$ cat config.mk
export PLATFORM = sky130hd
export DESIGN_NAME = fm_wm_address_gen
export DESIGN_NICKNAME = d
export VERILOG_FILES = /design/src/rtl/fm_wm_addr_pkg.sv /design/src/rtl/fm_wm_addr_counter.sv /design/src/rtl/fm_wm_address_gen.sv
export SDC_FILE = /design/constraint.sdc
export NUM_CORES = 1
export LEC_CHECK = 0
export CORE_ASPECT_RATIO = 0.75
export CORE_UTILIZATION = 50
export DETAILED_ROUTE_END_ITERATION = 10
export PLACE_DENSITY = 0.77
export SETUP_SLACK_MARGIN = 0.4
export SLEW_MARGIN = 30
export SYNTH_ARGS = -nofsm -noshare
export SYNTH_HDL_FRONTEND = slang
export SYNTH_SLANG_ARGS = --single-unit
export TNS_END_PERCENT = 30
$ cat constraint.sdc
create_clock -name clk -period 2.2 [get_ports clk]
set_input_delay 0.44 -clock clk [delete_from_list [all_inputs] [get_ports clk]]
set_output_delay 0.44 -clock clk [all_outputs]
set_load 0.02 [all_outputs]
$ cat src/rtl/fm_wm_addr_pkg.sv
// Shared types and helpers for the feature x weight address sequencer.
package fm_wm_addr_pkg;

  typedef enum logic [1:0] {
    StIdle,
    StWfetch,
    StFstream,
    StDone
  } fm_wm_state_t;

  // Index width that stays legal for a modulus of 1.
  function automatic int unsigned idx_width(input int unsigned n);
    return (n <= 1) ? 1 : $clog2(n);
  endfunction

endpackage

$ cat src/rtl/fm_wm_addr_counter.sv
// Index counter with a stride-accumulating address register; wraps to index 0 / BASE
// after MODULUS-1.
module fm_wm_addr_counter #(
  parameter int unsigned             IDX_W   = 1,
  parameter int unsigned             MODULUS = 1,
  parameter int unsigned             ADDR_W  = 13,
  parameter logic [ADDR_W-1:0]       BASE    = '0,
  parameter logic [ADDR_W-1:0]       STRIDE  = ADDR_W'(1)
) (
  input  logic              clk,
  input  logic              reset,
  input  logic              enable,
  input  logic              clear,
  output logic [IDX_W-1:0]  idx,
  output logic [ADDR_W-1:0] addr,
  output logic              at_last
);

  localparam logic [IDX_W-1:0] LastIdx = IDX_W'(MODULUS - 1);

  assign at_last = (idx == LastIdx);

  always_ff @(posedge clk or posedge reset) begin
    if (reset) begin
      idx  <= '0;
      addr <= '0;
    end else if (clear || (enable && at_last)) begin
      idx  <= '0;
      addr <= BASE;
    end else if (enable) begin
      idx  <= idx + IDX_W'(1);
      addr <= addr + STRIDE;
    end
  end

endmodule

$ cat src/rtl/fm_wm_address_gen.sv
// Weight/feature address sequencer with start/done handshake and stall.
// Build option: FM_WM_ADDR_PREFETCH_EN overlaps the next weight read with the last feature row.
module fm_wm_address_gen
  import fm_wm_addr_pkg::*;
#(
  parameter int unsigned              ADDRESS_WIDTH = 13,
  parameter int unsigned              FEATURE_ROWS  = 6,
  parameter int unsigned              WEIGHT_COLS   = 3,
  parameter logic [ADDRESS_WIDTH-1:0] FM_BASE       = ADDRESS_WIDTH'('h200),
  parameter logic [ADDRESS_WIDTH-1:0] WM_BASE       = ADDRESS_WIDTH'('h000),
  parameter logic [ADDRESS_WIDTH-1:0] FM_STRIDE     = ADDRESS_WIDTH'(1),
  parameter logic [ADDRESS_WIDTH-1:0] WM_STRIDE     = ADDRESS_WIDTH'(1),
  parameter int unsigned              ROW_W         = idx_width(FEATURE_ROWS),
  parameter int unsigned              COL_W         = idx_width(WEIGHT_COLS)
) (
  input  logic                     clk,
  input  logic                     reset,
  input  logic                     start,
  input  logic                     stall,
  output logic [ADDRESS_WIDTH-1:0] wm_addr,
  output logic                     wm_valid,
  output logic [ADDRESS_WIDTH-1:0] fm_addr,
  output logic                     fm_valid,
  output logic [ROW_W-1:0]         row_idx,
  output logic [COL_W-1:0]         col_idx,
  output logic                     last_row,
  output logic                     busy,
  output logic                     done
);

  fm_wm_state_t state_q, state_d;
  logic busy_q, done_q;

  logic row_en, row_clr, row_last;
  logic col_en, col_clr, col_last;
  logic [ADDRESS_WIDTH-1:0] col_addr;

  assign row_clr = (state_q == StIdle);
  assign col_clr = (state_q == StIdle);
  assign row_en  = (state_q == StFstream) && !stall;
  assign col_en  = row_en && row_last && !col_last;

  fm_wm_addr_counter #(
    .IDX_W   (ROW_W),
    .MODULUS (FEATURE_ROWS),
    .ADDR_W  (ADDRESS_WIDTH),
    .BASE    (FM_BASE),
    .STRIDE  (FM_STRIDE)
  ) u_row_cnt (
    .clk     (clk),
    .reset   (reset),
    .enable  (row_en),
    .clear   (row_clr),
    .idx     (row_idx),
    .addr    (fm_addr),
    .at_last (row_last)
  );

  fm_wm_addr_counter #(
    .IDX_W   (COL_W),
    .MODULUS (WEIGHT_COLS),
    .ADDR_W  (ADDRESS_WIDTH),
    .BASE    (WM_BASE),
    .STRIDE  (WM_STRIDE)
  ) u_col_cnt (
    .clk     (clk),
    .reset   (reset),
    .enable  (col_en),
    .clear   (col_clr),
    .idx     (col_idx),
    .addr    (col_addr),
    .at_last (col_last)
  );

  always_comb begin
    state_d = state_q;
    unique case (state_q)
      StIdle: begin
        if (start) state_d = StWfetch;
      end
      StWfetch: begin
        if (!stall) state_d = StFstream;
      end
      StFstream: begin
        if (!stall && row_last) begin
          if (col_last) begin
            state_d = StDone;
          end else begin
`ifdef FM_WM_ADDR_PREFETCH_EN
            state_d = StFstream;
`else
            state_d = StWfetch;
`endif
          end
        end
      end
      StDone: begin
        state_d = StIdle;
      end
      default: begin
        state_d = StIdle;
      end
    endcase
  end

  // busy/done are registered from the next state so they line up with state_q.
  always_ff @(posedge clk or posedge reset) begin
    if (reset) begin
      state_q <= StIdle;
      busy_q  <= 1'b0;
      done_q  <= 1'b0;
    end else begin
      state_q <= state_d;
      busy_q  <= (state_d == StWfetch) || (state_d == StFstream);
      done_q  <= (state_d == StDone);
    end
  end

`ifdef FM_WM_ADDR_PREFETCH_EN
  logic pf_issue;
  // Next column's weight read rides along with the current column's last feature row.
  assign pf_issue = (state_q == StFstream) && row_last && !col_last;
  assign wm_addr  = pf_issue ? (col_addr + WM_STRIDE) : col_addr;
  assign wm_valid = ((state_q == StWfetch) || pf_issue) && !stall;
`else
  assign wm_addr  = col_addr;
  assign wm_valid = (state_q == StWfetch) && !stall;
`endif

  assign fm_valid = (state_q == StFstream) && !stall;
  assign last_row = fm_valid && row_last;
  assign busy     = busy_q;
  assign done     = done_q;

endmodule

After elaboration in Yosys (flattened, before gate mapping)
Index checks and enable logic that the tools add are counted.
- register bits: 35
- output and inout port bits: 36
- mux-type cells: 13
- reduce and logical (&&, ||, !) cells: 14
- add/subtract/negate cells: 4
- equality and inequality tests: 8
- operators with widths (kind ; count):
    $mux 13 ; 4
    $add 13x1->13 const B ; 2
    $mux 2 ; 6
    $eq 2x2->1 const B ; 5
    $pmux 2 s4 ; 1
    $logic_and 1x1->1 ; 6
    $mux 3 ; 2
    $eq 2x1->1 const B ; 2
    $reduce_bool 2->1 ; 2
    $add 3x1->3 const B ; 1
    $eq 3x3->1 const B ; 1
    $logic_or 1x1->1 ; 3
    $add 2x1->2 const B ; 1
    $logic_not 1->1 ; 2
    $logic_not 2->1 ; 1

Logic depth before layout (Yosys ltp)
Gate-level depths: netlist (run 1).
- depth after elaboration: 7
- depth in mapped cells: 7
- gate-level depth less buffers: 7

By module
Synthesis (run 1) repeated with hierarchy kept, for this count alone.
- cells, all modules: 186
- area, all modules: 1860.5 um2
- modules (own cells, without submodules) (module ; area each (um2) ; seq. area each (um2) ; cells each ; instances):
    fm_wm_addr_counter at u_row_cnt ; 865.8 ; 400.4 ; 91 ; 1
    fm_wm_addr_counter at u_col_cnt ; 784.5 ; 375.4 ; 78 ; 1
    fm_wm_address_gen ; 210.2 ; 100.1 ; 17 ; 1

Worst setup path before layout (run 1)
Ideal clock, no wire load.
- path type: register to register
- start point: reg u_col_cnt.idx[0]
- end point: reg u_col_cnt.addr[10]
- data arrival time: 1.841 ns
- setup slack: 0.280 ns
- period minus slack after synthesis: 1.920 ns
- cell stages (with the launch flop): 7
- required time: 2.121 ns
- path buffers: 0
- path through: dfrtp_1 > inv_1 > ha_1 > nand4b_1 > nor2_4 > or4b_1 > a21oi_1
- word-level cells in the longest chain between the ends: 6
- RTL lines (element ; line ; text):
    start: declaration ; fm_wm_addr_counter.sv:14 ; output logic [IDX_W-1:0] idx,
    start signal: assignment ; fm_wm_addr_counter.sv:31 ; idx <= idx + IDX_W'(1);
    $eq 2x2->1 (*) ; fm_wm_addr_counter.sv:21 ; assign at_last = (idx == LastIdx);
    $logic_not 1->1 ; fm_wm_address_gen.sv:41 ; assign col_en = row_en && row_last && !col_last;
    $logic_and 1x1->1 ; fm_wm_address_gen.sv:41 ;
    $logic_and 1x1->1 ; fm_wm_addr_counter.sv:27 ; end else if (clear || (enable && at_last)) begin
    $logic_or 1x1->1 ; fm_wm_addr_counter.sv:27 ;
    $mux 13 / $reduce_bool 2->1 (equally long branches) ; -- ;
    end signal: assignment ; fm_wm_addr_counter.sv:32 ; addr <= addr + STRIDE;
    end: declaration ; fm_wm_addr_counter.sv:15 ; output logic [ADDR_W-1:0] addr,
Mark *: on every way between the ends. The rest lies on a longest branch, timed or not.
A chain may end at the register's enable or synchronous reset.

Worst setup path after layout (run 1)
- start point: reg state_q[0]
- end point: out last_row
- word-level cells in the longest chain between the ends: 3
- RTL lines (element ; line ; text):
    start: declaration ; fm_wm_address_gen.sv:31 ; fm_wm_state_t state_q, state_d;
    start signal: assignment ; fm_wm_address_gen.sv:109 ; state_q <= StIdle;
    start signal: assignment ; fm_wm_address_gen.sv:113 ; state_q <= state_d;
    $eq 2x2->1 ; fm_wm_address_gen.sv:130 ; assign fm_valid = (state_q == StFstream) && !stall;
    $logic_and 1x1->1 ; fm_wm_address_gen.sv:130 ;
    $logic_and 1x1->1 ; fm_wm_address_gen.sv:131 ; assign last_row = fm_valid && row_last;
    end: declaration ; fm_wm_address_gen.sv:26 ; output logic last_row,
No other way between the ends.

==> results.py, run 1 <==
metrics = {
    "cells_and_area": {
        "fin_nets": 249,
        "drive_gt1_share_pct": 18.8,
        "synthToLayoutAreaGrowth_pct": 38.9,
        "n_antenna_cell": 0,
        "postLayoutCoreUtil_pct": 74.8,
        "design_area_um2": 2540,
    },
    "timing": {
        "rsz0062_at_grt": "true",
        "hold_violations": 0,
        "maxSlewHeadroom_pct": 65.2,
        "drv_slew": 0,
        "fmax_mhz": 542,
        "setup_viol_count_final": 0,
        "fin_setup_tns_ns": 0,
        "worstMarginPinSlew_ns": 0.518,
        "finClkSkew_ns": 0.00907,
        "period_minus_slack_ns": 1.84,
        "period_share_pct": 83.9,
        "setup_slack_ns": 0.355,
    },
    "synthesis": {
        "synthDistinctLibCells": 43,
        "ys.flop_type": "dfrtp_1",
        "synth.yosys.seq_area_share_pct": 47.8,
        "synth_mux_area_share_pct": 0.546,
        "synth_most_common_cell": "dfrtp_1",
        "synthAdderAreaFrac_pct": 4.10,
        "ys_ff_latch": 35,
        "ys_warn_count": 0,
        "synth_xor_area_share_pct": 8.13,
        "netlist_top_cells_count": "dfrtp_1 (35), nor2_1 (25), nand2_1 (17)",
        "synthArstFlopShare_pct": 100,
        "netlist_instances": 185,
        "syn-num-nets": 195,
        "synth_edf_count": 0,
        "synth_compound_area_share_pct": 10.1,
        "synthSimpleGateAreaFrac_pct": 26.6,
        "synth_top_family_by_area": "simple AND/OR/NAND/NOR gates",
        "yosysTopAreaCellShare_pct": 47.8,
        "yosys-top-cells-area": "dfrtp_1 (48%), xnor2_1 (6.2%), nor2_1 (5.1%)",
        "synth_top_area_cell": "dfrtp_1",
        "syn-cell-area_um2": 1830,
        "syn_area_per_cell_um2": 9.90,
    },
    "global_routing": {
        "grt_use_met1_pct": 32.8,
        "overflow": 0,
        "met3_usage_pct": 7.73,
        "grt_max_degree": 36,
        "met2_usage_pct": 36.6,
        "antenna_found_initial": 0,
        "busiest_layer": "met2",
        "grt_pass1_vias": 1423,
        "grt_usage_pct": 24.1,
        "grt_pass1_wl_um": 6820,
    },
    "job": {
        "maxCapViolations": 0,
    },
    "setup_path": {
        "path_buf_inv": 1,
        "cp_top_family": "simple AND/OR/NAND/NOR gates",
        "max_stage_delay_ns": 0.45,
        "slowest_stage": "or3b_4",
        "crit_type": "reg -> out",
        "startpoint_type": "flop",
        "worstPathMaxFanout": 4,
        "cp_data_required_time_ns": 1.76,
        "critPathCaptureType": "output port",
        "crit_path_cell_trace": "or3b_4, nor2_4, buf_6",
        "cp.arrival_ns": 1.40,
    },
    "place": {
        "placed_area_um2": 2370,
        "hpwl_um": 3180,
        "port_buffers": 39,
        "pre_cts_slack_ns": -0.310,
        "place.gp.congestion": 0.785,
    },
    "floorplan": {
        "rows": 18,
        "die-area_um2": 3910,
        "die_w_um": 71.9,
        "core-area_um2": 3400,
        "initial_utilization_pct": 53.9,
        "die_y_um": 54.4,
        "io_pins": 40,
    },
    "detailed_routing": {
        "finalWirelength_um": 4360,
        "vias": 1586,
        "first_pass_iters": 4,
        "drt_iter0_markers": 96,
        "viasPerCell": 5.47,
        "drtAntennaViolNets": 0,
        "drc": 0,
        "wl_per_cell_um": 15.0,
    },
    "worst_hold_path": {
        "min_path_type": "reg -> reg",
    },
    "pwr": {
        "irDropWorstVdd_mv": 0.774,
        "p_leak_nw": 1.08,
        "powerDensity_nw_per_um2": 839,
        "totalPowerFinal_mw": 2.13,
    },
    "clock_network": {
        "clock_path_buffers": 2,
        "clk_root_buffer_cell": "clkbuf_8",
        "cts_tree": "done",
        "cts_buffers": 5,
        "cts.sinks": 35,
        "hold_buffers": 0,
        "clk_pin_slew_worst_paths_ns": 0.08,
        "cts_max_level": 2,
        "clk_latency_ns": 0.29,
    },
    "status": {
        "status": "complete, no violations",
    },
}
## logic make-up (layout without fill, tap and decap cells)
family,count (synthesis),after routing
AO/OA/AOI/OAI,28,28
XOR/XNOR,17,17
adder cells (fa/ha/maj),6,6
buffers and inverters,10,65
flip-flops,35,35
multiplexers,1,1
AND/OR/NAND/NOR,88,88
## layout make-up
cell class / count / area (um^2)
inverters: 5 / 18.8
multi-input cells: 140 / 956
flip-flops and latches: 35 / 881
well taps: 50 / 62.6
fillers: 233 / 857
clock inverters: 3 / 67.6
clock buffers: 5 / 68.8
repair buffers: 52 / 489
## cells in the final DEF (no fill, tap or decap), types with 4 or more instances in the layout
master / instances
a21oi_1: 6
buf_4: 13
clkbuf_8: 5
clkdlybuf4s50_1: 33
dfrtp_1: 31
dfrtp_2: 4
ha_1: 4
nand2_1: 17
nand3_1: 8
nand4_1: 6
nor2_1: 24
nor3_1: 8
nor4_1: 4
o21ai_0: 7
xnor2_1: 13
xor2_1: 4
## layer usage
layer  vias up  routed length, um
met5         -                  0
met4         0                 46
met3         4                186
met2        41               1910
met1       775               2220
li1        766                  -
## final timing paths
path	from	end	slack, ns	depth (start not counted)
max	state_q[0]	last_row	0.36	3
min	u_col_cnt.idx[0]	u_col_cnt.idx[0]	0.52	1
max reg2reg	state_q[0]	u_col_cnt.addr[9]	0.41	5
min reg2reg	u_col_cnt.idx[0]	u_col_cnt.idx[0]	0.52	1
min in group asynchronous	reset	u_row_cnt.addr[8]	0.54	3
max in group asynchronous	reset	u_col_cnt.idx[0]	1.33	3
## through the flow
step           hold slack (ns)  std cells
3_3_place_gp             0.497        281
2_1_floorplan            0.563        185
3_5_place_dp             0.506        281
5_1_grt                  0.539        290
6_report                 0.518        290
4_1_cts                  0.531        290
## power breakdown
| group | internal (mW) | total [mW] | switching [mW] | leakage [nW] |
|---|---|---|---|---|
| Sequential | 0.703 | 0.756 | 0.0525 | 0.471 |
| Combinational | 0.276 | 0.683 | 0.407 | 0.549 |
| Clock | 0.452 | 0.696 | 0.244 | 0.0644 |
| Total | 1.43 | 2.13 | 0.703 | 1.08 |
## what timing repair did
action,in CTS,in global routing
endpoints found under the setup margin,19,40
pin swaps,1,1
setup buffers,1,0
gates resized for setup,23,3
endpoints found under the hold margin,0,0
## sequential cells by signal (all words and copies together) (netlist names)
signal / cells
u_col_cnt.addr: 13
u_row_cnt.addr: 13
u_row_cnt.idx: 3
state_q: 2
u_col_cnt.idx: 2
busy: 1
done: 1
## worst reg2reg max path: cells and delay by family, from the launching register on
kind | cells | cell delay (ns)
AO/OA/AOI/OAI | 2 | 0.40
buffers and inverters | 1 | 0.17
flip-flops | 1 | 0.39
AND/OR/NAND/NOR | 2 | 0.71
Power figures use the tool's default switching activity.
==> run 2: changes to the inputs <==
==> constraint.sdc (replaced) <==
create_clock -name clk -period 1.8 [get_ports clk]
set_input_delay 0.36 -clock clk [delete_from_list [all_inputs] [get_ports clk]]
set_output_delay 0.36 -clock clk [all_outputs]
set_load 0.02 [all_outputs]
==> results.py, run 2 (synthesis results as in run 1) <==
metrics = {
    "status": {
        "status": "finished, violations left",
        "failed_checks": "setup timing",
    },
    "clock_network": {
        "cts_max_level": 2,
        "cts_buffers": 5,
        "clk_root_buffer_cell": "clkbuf_8",
        "hold_buffers": 0,
        "cts_tree": "done",
        "clk_pin_slew_worst_paths_ns": 0.09,
        "clock_path_buffers": 2,
        "clk_latency_ns": 0.30,
        "cts.sinks": 35,
    },
    "detailed_routing": {
        "first_pass_iters": 5,
        "viasPerCell": 6.51,
        "drc": 0,
        "finalWirelength_um": 7450,
        "vias": 2030,
        "wl_per_cell_um": 23.9,
        "drtAntennaViolNets": 0,
        "drt_iter0_markers": 340,
    },
    "setup_path": {
        "worstRegToRegCells": 8,
        "slowest_stage": "dfrtp_2",
        "crit_path_cell_trace": "inv_2, ha_4, buf_6, nand4b_1, buf_4, nor4_4, xnor2_1, nor2_1",
        "regToRegStartpoint": "u_row_cnt.idx[1]",
        "cp_data_required_time_ns": 1.98,
        "max_stage_delay_ns": 0.42,
        "critPathCaptureType": "flop",
        "path_buf_inv": 3,
        "crit_type": "reg -> reg",
        "rr_endpoint": "u_col_cnt.addr[8]",
        "startpoint_type": "flop",
        "cp_top_family": "simple AND/OR/NAND/NOR gates",
        "cp.arrival_ns": 2.06,
        "r2r_setup_slack_ns": -0.08,
        "worstPathMaxFanout": 4,
    },
    "floorplan": {
        "initial_utilization_pct": 53.9,
        "die_w_um": 71.9,
        "core-area_um2": 3400,
        "die-area_um2": 3910,
        "rows": 18,
        "die_y_um": 54.4,
        "io_pins": 40,
    },
    "cells_and_area": {
        "seq_area_um2": 887,
        "postLayoutCoreUtil_pct": 92.1,
        "design_area_um2": 3130,
        "most-common-layout-cells": "dfrtp_1 (26), buf_4 (25), dlymetal6s2s_1 (23)",
        "multi_input_area_um2": 1300,
        "fin_nets": 271,
        "fillers": 116,
        "n_antenna_cell": 0,
        "reg.largest.list": "u_col_cnt.addr (13), u_row_cnt.addr (13), u_row_cnt.idx (3)",
        "drive_gt1_share_pct": 48.1,
        "final_common_cell": "dfrtp_1",
        "synthToLayoutAreaGrowth_pct": 71.0,
    },
    "timing": {
        "finClkSkew_ns": 0.0144,
        "holdWs_ns": 0.454,
        "drv_slew": 0,
        "maxSlewHeadroom_pct": 56.9,
        "period_share_pct": 105,
        "worstMarginPinSlew_ns": 0.641,
        "rsz0062_at_grt": "true",
        "fmax_mhz": 531,
        "period_minus_slack_ns": 1.88,
        "setup_slack_ns": -0.0832,
        "setup_viol_count_final": 3,
        "hold_violations": 0,
    },
    "global_routing": {
        "grt_max_degree": 36,
        "grt_usage_pct": 27.8,
        "antenna_found_initial": 0,
        "overflow": 0,
        "grt_pass1_wl_um": 7930,
        "grt_pass1_vias": 1620,
    },
    "place": {
        "place.gp.congestion": 0.793,
        "port_buffers": 39,
        "placed_area_um2": 2460,
        "hpwl_um": 3420,
    },
    "worst_hold_path": {
        "min_path_type": "in -> async",
    },
    "pwr": {
        "p_leak_nw": 1.65,
        "irDropWorstVdd_mv": 0.964,
        "totalPowerFinal_mw": 3.03,
        "powerDensity_nw_per_um2": 967,
    },
    "job": {
        "maxCapViolations": 0,
    },
}
## run 2: changes by cell type in the layout (fill, tap and decap cells not counted), sizes merged
| cell | previous run | this run |
|---|---|---|
| clkbuf | 5 | 10 |
| clkdlybuf4s15 | 0 | 5 |
| dlymetal6s2s | 2 | 23 |
| clkinvlp | 1 | 0 |
| clkdlybuf4s50 | 33 | 3 |
| buf | 16 | 40 |
| bufinv | 2 | 0 |
## run 2: layout make-up
cell class / instances / area share [%]
multi-input cells: 140 / 41.6
flip-flops and latches: 35 / 28.3
repair buffers: 74 / 24.3
clock buffers: 8 / 3.20
well taps: 50 / 2.00
inverters: 5 / 0.599
## run 2: metal layers
layer	vias up	wire length, um	GRT usage [%]
li1	814	-	-
met1	1003	2950	37.1
met2	170	3500	46.5
met3	43	676	5.34
met4	0	318	8.82
met5	-	0	0
## run 2: power by group
group	switching [mW]	internal, mW	leakage [nW]
sequential	0.0645	0.859	0.463
clock	0.316	0.350	0.0515
combinational	0.829	0.608	1.14
## run 2: how the worst max path moves through the flow
stage,start,endpoint,depth (start not counted)
2_1_floorplan,u_col_cnt.idx[1],u_col_cnt.addr[10],5
3_3_place_gp,stall,last_row,4
3_5_place_dp,stall,last_row,4
4_1_cts,state_q[0],u_col_cnt.addr[10],5
5_1_grt,u_row_cnt.idx[1],u_col_cnt.addr[8],8
6_report,u_row_cnt.idx[1],u_col_cnt.addr[8],8
## run 2: metrics by stage
step / TNS, ns / worst slack [ns] / std cells
floorplan: -0.00328 / -0.00328 / 185
global placement: -5.10 / -0.538 / 292
detailed placement: -6.77 / -0.589 / 292
CTS: 0 / 0.0299 / 304
global route: -0.417 / -0.141 / 312
finish: -0.154 / -0.0832 / 312
## run 2: worst reg2reg max path: stages (launching register included)
cell and delay [ns]:
dfrtp_2 0.42, inv_2 0.08, ha_4 0.17, buf_6 0.12, nand4b_1 0.19, buf_4 0.25, nor4_4 0.30, xnor2_1 0.17
nor2_1 0.08
## run 2: timing repair
item | 4_1_cts | 5_1_grt
resized for setup | 71 | 98
buffers inserted | 4 | 7
pin swaps | 13 | 37
endpoints found under the hold margin | 0 | 0
gates cloned | 0 | 1
setup endpoints to repair | 70 | 70
==> run 3: changes to the inputs <==
--- a/config.mk
+++ b/config.mk
@@ -7,6 +7,7 @@
 export LEC_CHECK = 0
 export CORE_ASPECT_RATIO = 0.75
 export CORE_UTILIZATION = 50
+export CTS_CLUSTER_SIZE = 10
 export DETAILED_ROUTE_END_ITERATION = 10
 export PLACE_DENSITY = 0.77
 export SETUP_SLACK_MARGIN = 0.4
==> results of run 3 <==
The final DEF is identical to that of run 2; final timing and power are the same.
